## src/rtl/pixel_unpacker.sv

```systemverilog
// AXI4-Stream receiver that unpacks 4 RGB888 pixels from every 3 32-bit words and
// emits one pixel per beat with x/y position, frame markers and sticky framing errors.
module pixel_unpacker #(
    parameter int X_SIZE = 640,
    parameter int Y_SIZE = 480
) (
    input  logic        aclk,
    input  logic        aresetn,
    input  logic [31:0] in_stream_tdata,
    input  logic [3:0]  in_stream_tkeep,
    input  logic        in_stream_tlast,
    input  logic        in_stream_tuser,
    input  logic        in_stream_tvalid,
    output logic        in_stream_tready,
    output logic [7:0]  pix_r,
    output logic [7:0]  pix_g,
    output logic [7:0]  pix_b,
    output logic        pix_valid,
    input  logic        pix_ready,
    output logic        pix_sof,
    output logic        pix_eol,
    output logic [9:0]  pix_x,
    output logic [8:0]  pix_y,
    input  logic        err_clr,
    output logic        sof_err,
    output logic        eol_err,
    output logic        keep_err,
    output logic [15:0] frame_count
);
    localparam int WPL  = 3 * X_SIZE / 4;
    localparam int WC_W = (WPL > 1) ? $clog2(WPL) : 1;
    localparam logic [WC_W-1:0] WC_END = WC_W'(WPL - 1);
    localparam logic [WC_W-1:0] WC_ONE = WC_W'(1);
    localparam logic [9:0]      X_END  = 10'(X_SIZE - 1);
    localparam logic [8:0]      Y_END  = 9'(Y_SIZE - 1);

    if ((X_SIZE % 4) != 0) begin : g_xsize_check
        $error("pixel_unpacker: X_SIZE must be a multiple of 4");
    end

    typedef enum logic [0:0] {ST_SYNC = 1'b0, ST_RUN = 1'b1} state_t;

    state_t          state_q, state_d;
    logic [1:0]      phase_q, phase_d;
    logic [23:0]     res_q, res_d;
    logic [9:0]      x_q, x_d;
    logic [8:0]      y_q, y_d;
    logic [WC_W-1:0] wc_q, wc_d;
    logic [23:0]     pix_q, pix_d;
    logic            pix_valid_q, pix_valid_d;
    logic            sof_q, sof_d, eol_q, eol_d;
    logic [9:0]      px_q, px_d;
    logic [8:0]      py_q, py_d;
    logic            sof_err_q, sof_err_d, eol_err_q, eol_err_d, keep_err_q, keep_err_d;
    logic [15:0]     frame_q, frame_d;

    logic            load_s, tready_s, accept_s, emit_s, early_s;
    logic [1:0]      wphase_s;
    logic [WC_W-1:0] wc_s;
    logic [9:0]      ex_s;
    logic [8:0]      ey_s;
    logic [23:0]     emit_pix_s;

    // Next-state: word unpacking, position tracking and error detection
    always_comb begin
        load_s      = !pix_valid_q || pix_ready;
        tready_s    = aresetn && ((state_q == ST_SYNC) || (load_s && (phase_q != 2'd3)));
        accept_s    = in_stream_tvalid && tready_s;
        state_d     = state_q;
        phase_d     = phase_q;
        res_d       = res_q;
        x_d         = x_q;
        y_d         = y_q;
        wc_d        = wc_q;
        pix_d       = pix_q;
        pix_valid_d = pix_valid_q;
        sof_d       = sof_q;
        eol_d       = eol_q;
        px_d        = px_q;
        py_d        = py_q;
        frame_d     = frame_q;
        sof_err_d   = sof_err_q && !err_clr;
        eol_err_d   = eol_err_q && !err_clr;
        keep_err_d  = keep_err_q && !err_clr;
        emit_s      = 1'b0;
        early_s     = 1'b0;
        emit_pix_s  = 24'h0;
        wphase_s    = phase_q;
        wc_s        = wc_q;
        ex_s        = x_q;
        ey_s        = y_q;

        if (accept_s && (in_stream_tkeep != 4'hF)) begin
            keep_err_d = 1'b1;
        end else begin
            keep_err_d = keep_err_d;
        end

        if (accept_s && (in_stream_tuser || (state_q == ST_RUN))) begin
            // A tuser word always restarts the frame; it is only an error mid-group or mid-frame
            if (in_stream_tuser) begin
                if ((state_q == ST_RUN) && !((phase_q == 2'd0) && (x_q == 10'd0) && (y_q == 9'd0))) begin
                    sof_err_d = 1'b1;
                end else begin
                    sof_err_d = sof_err_d;
                end
                state_d  = ST_RUN;
                wphase_s = 2'd0;
                wc_s     = '0;
                ex_s     = 10'd0;
                ey_s     = 9'd0;
            end else begin
                state_d = state_q;
            end
            emit_s = 1'b1;
            case (wphase_s)
                2'd0: begin
                    emit_pix_s = in_stream_tdata[23:0];
                    res_d      = {16'h0, in_stream_tdata[31:24]};
                    phase_d    = 2'd1;
                end
                2'd1: begin
                    emit_pix_s = {in_stream_tdata[15:0], res_q[7:0]};
                    res_d      = {8'h0, in_stream_tdata[31:16]};
                    phase_d    = 2'd2;
                end
                2'd2: begin
                    emit_pix_s = {in_stream_tdata[7:0], res_q[15:0]};
                    res_d      = in_stream_tdata[31:8];
                    phase_d    = 2'd3;
                end
                default: begin
                    emit_pix_s = res_q;
                    res_d      = 24'h0;
                    phase_d    = 2'd0;
                end
            endcase
            early_s = in_stream_tlast && (wc_s != WC_END);
            if (early_s || (!in_stream_tlast && (wc_s == WC_END))) begin
                eol_err_d = 1'b1;
            end else begin
                eol_err_d = eol_err_d;
            end
            wc_d = (early_s || (wc_s == WC_END)) ? '0 : (wc_s + WC_ONE);
        end else if ((state_q == ST_RUN) && load_s && (phase_q == 2'd3)) begin
            emit_s     = 1'b1;
            emit_pix_s = res_q;
            phase_d    = 2'd0;
        end else begin
            emit_s = 1'b0;
        end

        if (emit_s) begin
            pix_d       = emit_pix_s;
            pix_valid_d = 1'b1;
            px_d        = ex_s;
            py_d        = ey_s;
            sof_d       = (ex_s == 10'd0) && (ey_s == 9'd0);
            eol_d       = (ex_s == X_END);
            // A short line drops the rest of its group and starts the next line
            if (early_s) begin
                x_d     = 10'd0;
                y_d     = (ey_s == Y_END) ? 9'd0 : (ey_s + 9'd1);
                phase_d = 2'd0;
                res_d   = 24'h0;
            end else if (ex_s == X_END) begin
                x_d = 10'd0;
                if (ey_s == Y_END) begin
                    y_d     = 9'd0;
                    frame_d = frame_q + 16'd1;
                end else begin
                    y_d = ey_s + 9'd1;
                end
            end else begin
                x_d = ex_s + 10'd1;
                y_d = ey_s;
            end
        end else if (load_s) begin
            pix_valid_d = 1'b0;
        end else begin
            pix_valid_d = pix_valid_q;
        end
    end

    // State, output register and sticky flag update with synchronous reset
    always_ff @(posedge aclk) begin
        if (!aresetn) begin
            state_q     <= ST_SYNC;
            phase_q     <= 2'd0;
            res_q       <= 24'h0;
            x_q         <= 10'd0;
            y_q         <= 9'd0;
            wc_q        <= '0;
            pix_q       <= 24'h0;
            pix_valid_q <= 1'b0;
            sof_q       <= 1'b0;
            eol_q       <= 1'b0;
            px_q        <= 10'd0;
            py_q        <= 9'd0;
            sof_err_q   <= 1'b0;
            eol_err_q   <= 1'b0;
            keep_err_q  <= 1'b0;
            frame_q     <= 16'd0;
        end else begin
            state_q     <= state_d;
            phase_q     <= phase_d;
            res_q       <= res_d;
            x_q         <= x_d;
            y_q         <= y_d;
            wc_q        <= wc_d;
            pix_q       <= pix_d;
            pix_valid_q <= pix_valid_d;
            sof_q       <= sof_d;
            eol_q       <= eol_d;
            px_q        <= px_d;
            py_q        <= py_d;
            sof_err_q   <= sof_err_d;
            eol_err_q   <= eol_err_d;
            keep_err_q  <= keep_err_d;
            frame_q     <= frame_d;
        end
    end

    assign in_stream_tready = tready_s;
    assign pix_r            = pix_q[23:16];
    assign pix_g            = pix_q[15:8];
    assign pix_b            = pix_q[7:0];
    assign pix_valid        = pix_valid_q;
    assign pix_sof          = sof_q;
    assign pix_eol          = eol_q;
    assign pix_x            = px_q;
    assign pix_y            = py_q;
    assign sof_err          = sof_err_q;
    assign eol_err          = eol_err_q;
    assign keep_err         = keep_err_q;
    assign frame_count      = frame_q;
endmodule
```

## config.mk

```make
export PLATFORM = sky130hd
export DESIGN_NAME = pixel_unpacker
export DESIGN_NICKNAME = d
export VERILOG_FILES = /design/src/rtl/pixel_unpacker.sv
export SDC_FILE = /design/constraint.sdc
export NUM_CORES = 1
export LEC_CHECK = 0
export ABC_AREA = 1
export CAP_MARGIN = 20
export CORE_UTILIZATION = 40
export CTS_CLUSTER_DIAMETER = 150
export DETAILED_ROUTE_END_ITERATION = 7
export HOLD_SLACK_MARGIN = 0.15
export PLACE_DENSITY = 0.61
export SYNTH_ARGS = -nofsm -noshare
export SYNTH_HDL_FRONTEND = slang
export SYNTH_SLANG_ARGS = --single-unit
```

## constraint.sdc

```tcl
create_clock -name aclk -period 7.3 [get_ports aclk]
set_input_delay 1.46 -clock aclk [delete_from_list [all_inputs] [get_ports aclk]]
set_output_delay 1.46 -clock aclk [all_outputs]
set_load 0.01 [all_outputs]
```

-- Word-level counts from Yosys, hierarchy flattened
Cells that the tools add are included.
W data, S select, Z words.
- register bits: 120
- input bits: 43
- output and inout port bits: 66
- word-level logic and storage cells: 102
- $add $sub $neg: 4
- eq/ne operators: 9
- muxes and demuxes: 37
- bitwise operators: 2
- reductions and logical operators: 34
- operators by type and width (operator ; count):
    $pmux W24 S3 ; 2
    $mux W24 ; 5
    $mux W9 ; 8
    $mux W10 ; 4
    $logic_not A10 Y1 ; 2
    $add A9 B1 Y9 const B ; 2
    $eq A9 B9 Y1 const B ; 2
    $logic_not A9 Y1 ; 2
    $add A16 B1 Y16 const B ; 1
    $logic_and A1 B1 Y1 ; 16
    $mux W2 ; 6
    $mux W1 ; 11
    $add A10 B1 Y10 const B ; 1
    $eq A10 B10 Y1 const B ; 1
    $ne A9 B9 Y1 const B ; 1
    $pmux W2 S3 ; 1
    $logic_or A1 B1 Y1 ; 5
    $eq A2 B2 Y1 const B ; 2
    $logic_not A1 Y1 ; 4
    $logic_not A2 Y1 ; 2
    $ne A4 B4 Y1 const B ; 1
    $reduce_and A4 Y1 ; 1
    $eq A2 B1 Y1 const B ; 1
    $ne A2 B2 Y1 const B ; 1
    3 further kinds ; 4

-- Depth between registers and ports, before layout
- word-level depth: 13
- mapped depth: 17
- depth with buffers taken out: 15

-- Worst setup path after synthesis
No wires, ideal clock.
- kind: in2reg
- start: input port pix_ready
- end: register frame_q[6], in the netlist frame_count[6]
- library setup time: 66 ps
- arrival time: 3477 ps
- data required time: 7234 ps
- path slack: 3757 ps
- stages: 14
- path buffers: 2
- cells stage by stage: nor2_4 > nand2_1 > nand4_4 > buf_4 > inv_2 > nor2_1 > ha_1 > nand3_2 > nor2_4 > nand3_2 > nor3_4 > buf_6 > nand2_2 > a21oi_2
- longest elaborated chain between the ends: 9
- elaborated cells on any way between the ends: 17
- those cells by class: eq/ne: 2; mux: 5; bitwise: 1; reduce/logical: 9
- ends and longest elaborated chain (element ; RTL line ; RTL):
    start: declaration ; 19 ; input logic pix_ready,
    $logic_or A1 B1 Y1 ; 66 ; load_s = !pix_valid_q || pix_ready;
    $logic_and A1 B1 Y1 ; 67 ; tready_s = aresetn && ((state_q == ST_SYNC) || (load_s && (phase_q != 2'd3)));
    $logic_or A1 B1 Y1 ; 67 ;
    $logic_and A1 B1 Y1 ; 67 ;
    $logic_and A1 B1 Y1 ; 68 ; accept_s = in_stream_tvalid && tready_s;
    $logic_and A1 B1 Y1 ; 99 ; if (accept_s && (in_stream_tuser || (state_q == ST_RUN))) begin
    $mux W10 ; 99 ;
    net ex_s[0] ; 60 ; logic [9:0] ex_s;
    $eq A10 B10 Y1 ; 166 ; end else if (ex_s == X_END) begin
    $reduce_and A4 Y1 (no line) ; n/a ;
    end signal: assignment ; 220 ; frame_q <= frame_d;
    end: declaration ; 55 ; logic [15:0] frame_q, frame_d;
The timed path passes the listed nets, and every way through them passes these cells.
A chain may end at the register's enable or synchronous reset.

-- Worst setup path after layout
- start: input port aresetn
- end: register res_q[20]
- longest elaborated chain between the ends: 6
- elaborated cells on any way between the ends: 8
- those cells by class: mux: 5; reduce/logical: 3
- ends and longest elaborated chain (element ; RTL line ; RTL):
    start: declaration ; 8 ; input logic aresetn,
    $logic_and A1 B1 Y1 ; 67 ;
    $logic_and A1 B1 Y1 ; 68 ;
    $logic_and A1 B1 Y1 ; 99 ;
    $mux W24 or $mux W1 (tied branches) ; 99 ;
    $mux W24 ; 161 ; if (early_s) begin
    $mux W24 ; 153 ; if (emit_s) begin
    end signal: assignment ; 207 ; res_q <= res_d;
    end: declaration ; 45 ; logic [23:0] res_q, res_d;
Parallel ways exist; a longest one is shown, timed or not.

==> impl_results.md <==
- WL/cell: around 15 µm
- Flop and latch count out of synthesis: 120
- Final worst slack: 2700 ps
- Clock skew: just over 6 ps
- Status: finished, final reports clean
- Synth Cell Area: between 0.006 and 0.007 mm²
- Sw Ratio: 23.0%
- First-pass DRT Iterations: 5
- Fillers: between 1,500 and 2,000
- Bufs and invs on worst path: 4
- Fin crit share: 63.1%
- Post-Layout Cell Count: roughly 1,200
- Die height: 128 µm
- DR iter-0 viols: 449
- Gpl congestion: between 0.8 and 0.9
- Most Frequent Cell on Critical Path: nand2_1
- Antenna Cells: 0
- Worst Setup Start Kind: input port
- Net switching power: 0.419 mW
- I/O pin total: 109
- Final hold violation count: 0
- Clock latency on the worst-skew pair: 420 ps
- Commonest non-fill, non-tap cell in the layout: nand2_1
- CTS H-tree depth: 4
- Width of the die: 128 µm
- Vias per cell: 5.18
- CP required: 7630 ps
- Initial antenna violation count: 0
- R2r setup slk: 3970 ps
- Core ar.: 0.0153 mm²
- Bufs on Longest Clock Path: 2
- Max Transition Viols Final: 0
- Combinational fraction of design power: 9.2%
- Root buffer selected by CTS: clkbuf_16
- Largest net degree at the start of global routing: 65
- Crit-path cells: clkdlybuf4s50_1, buf_4, nand2_2, a21oi_2, nand2_1, inv_2, nand2_4, inv_2, nand2_1, nor2_2, nand2_1, a21oi_1
- DRC: 0
- Max-cap violations: 0
- Synth area leader: dfxtp_1
- GRT overflow: 0
- Worst-Margin Slew: roughly 940 ps
- RSZ-0062 raised after global routing: no
- CTS buffer count: 17
- Slew headroom: between 30% and 40%
- Mapped Cells: 930
- Worst-path fanout max: 41
- Most frequent cells in the layout: nand2_1 (273), dfxtp_1 (120), clkdlybuf4s50_1 (108), inv_1 (82)
- Syn-to-layout area delta: 29.6%
- # setup viols final: 0
- Slowest cell on the critical path: nor2_2
- Dpl cells: 1,208
- Vias in the first global route: slightly below 6,000
- Post-CTS setup buffer count: 0
- Fin crit period: 4600 ps
- Setup TNS: 0 ps
- Hold Slack: 464 ps
- Starting Density: 41.3%
- Worst Path Arrival: roughly 4900 ps
- Post-synthesis average cell area: around 6.8 µm²
- Seq/Total Area, Yosys: 38.0%
- FP Rows: 45
- Top-area cell type share of the netlist area: a little under two fifths
- Final ANT Viol Nets: 0
- Clock power frac: between 50% and 60%
- Fmax: between 200 and 250 MHz
- DP HPWL: roughly 12,000 µm
- PortBufs: 108
- Crit path max-delay family: simple AND/OR/NAND/NOR gates
- Syn Nets: 985
- Routed WL: approximately 18,000 µm
- CTS tree: yes
- VDD IR max: approximately 0.00019 V
- Pre-CTS WS: 2330 ps
- WS Path Type: input port to register
- Die area: 0.0163 mm²
- Post-CTS resize count: 0
- Final core utilization: 53.5%
- Vias: ~6,400
- Worst hold path class: register to register
- Peak per-stage delay on the critical path: 670 ps
- Sequential power share: 37.5%
- Share of cells above drive strength 1: 7.58%
- Clock Pin Slew Worst Setup and Hold Paths: 50 ps
- Syn. warnings: 0
- Post-layout net count: 1,071
- Leakage: 3.08 nW
- Global-route wire length before repair: 29,700 µm
- Clk sinks: 120
- P_int: about 1.4 mW
- Total track usage: 23.2%
- Setup crit end kind: register
- Hold Buf Count CTS: 0
- Cell Pwr Density: 222 mW/mm²
- Synth top area cells: dfxtp_1 (38%), nand2_1 (16%), a21oi_1 (5.9%)
- Distinct cells, synth: 46
-- layer usage --
metal | global-route usage, % | share of wire (%) | up-vias
met5 | 1.24 | 0 | -
met4 | 7.13 | 0.98 | 0
met3 | 4.97 | 6.4 | 14
met2 | 34.6 | 43 | 220
met1 | 33.2 | 50 | 2933
li1 | - | - | 3257
-- cells in the mapped netlist, drive strengths merged --
cell	n
a211oi	7
a21oi	82
a221oi	1
a22o	5
a22oi	1
a31oi	36
and2	1
and3	1
buf	12
clkbuf	33
clkinv	1
dfxtp	120
ha	12
inv	89
nand2	285
nand3	64
nand3b	4
nand4	7
nor2	79
nor3	11
nor3b	2
nor4	3
o2111ai	5
o211ai	6
o21ai	38
o22ai	13
or2	2
xnor2	6
xor2	4
-- cell families after synthesis --
family                     count (synthesis)  share of synthesized area [%]
buffers and inverters                    135                           8.38
adders and majority gates                 12                           2.38
and+or+nand+nor                          459                           31.7
DFF                                      120                           38.0
xor gates and xnor gates                  10                           1.39
AOI/OAI and AO/OA                        194                           18.1
-- worst reg2reg max path, delay by kind of cell (launching register included) --
family | cells | cell delay (ps)
AND/OR/NAND/NOR | 9 | 2080
buffers and inverters | 3 | 430
adder cells (fa/ha/maj) | 1 | 220
flip-flops | 1 | 320
AO/OA/AOI/OAI | 1 | 180
-- path summary, 6_finish.rpt --
path / start / endpoint / depth (start not counted)
max: aresetn / res_q[20] / 12
min: wc_q[1] / wc_q[1] / 2
max reg2reg: pix_valid / frame_count[1] / 14
min reg2reg: wc_q[1] / wc_q[1] / 2
-- final cells by class --
cell class	instances	area (µm²)	share of cell area, %
inverters	90	338	4.13
clock inverters	12	221	2.71
well taps	211	264	3.22
multi-input cells	675	3390	41.4
flip-flops and latches	120	2400	29.3
repair buffers	112	1110	13.6
clock buffers	20	457	5.58
-- sequential cells by signal, indices dropped and copies added (netlist names) --
signal and count:
res_q 24, eol_err 1, pix_y 9, pix_sof 1, pix_q 24, sof_err 1, y_q 9, state_q 1
frame_count 16, pix_eol 1, pix_x 10, phase_q 2, x_q 10, wc_q 9, pix_valid 1, keep_err 1
-- through the flow --
stage | power [mW] | instance area, µm²
after floorplan | 0.783 | 6320
after global placement | 0.863 | 7510
after detailed placement | 0.863 | 7510
after CTS | 1.84 | 8190
after global routing | 1.88 | 8190
final | 1.82 | 8190
-- power by group through the flow --
stage          registers (mW)  clock network [mW]  logic [mW]
2_1_floorplan           0.702                   0      0.0817
6_report                0.683               0.970       0.168
4_1_cts                 0.683               0.987       0.167
3_3_place_gp            0.697                   0       0.165
5_1_grt                 0.685                1.01       0.184
3_5_place_dp            0.697                   0       0.166
Power figures use the tool's default switching activity.
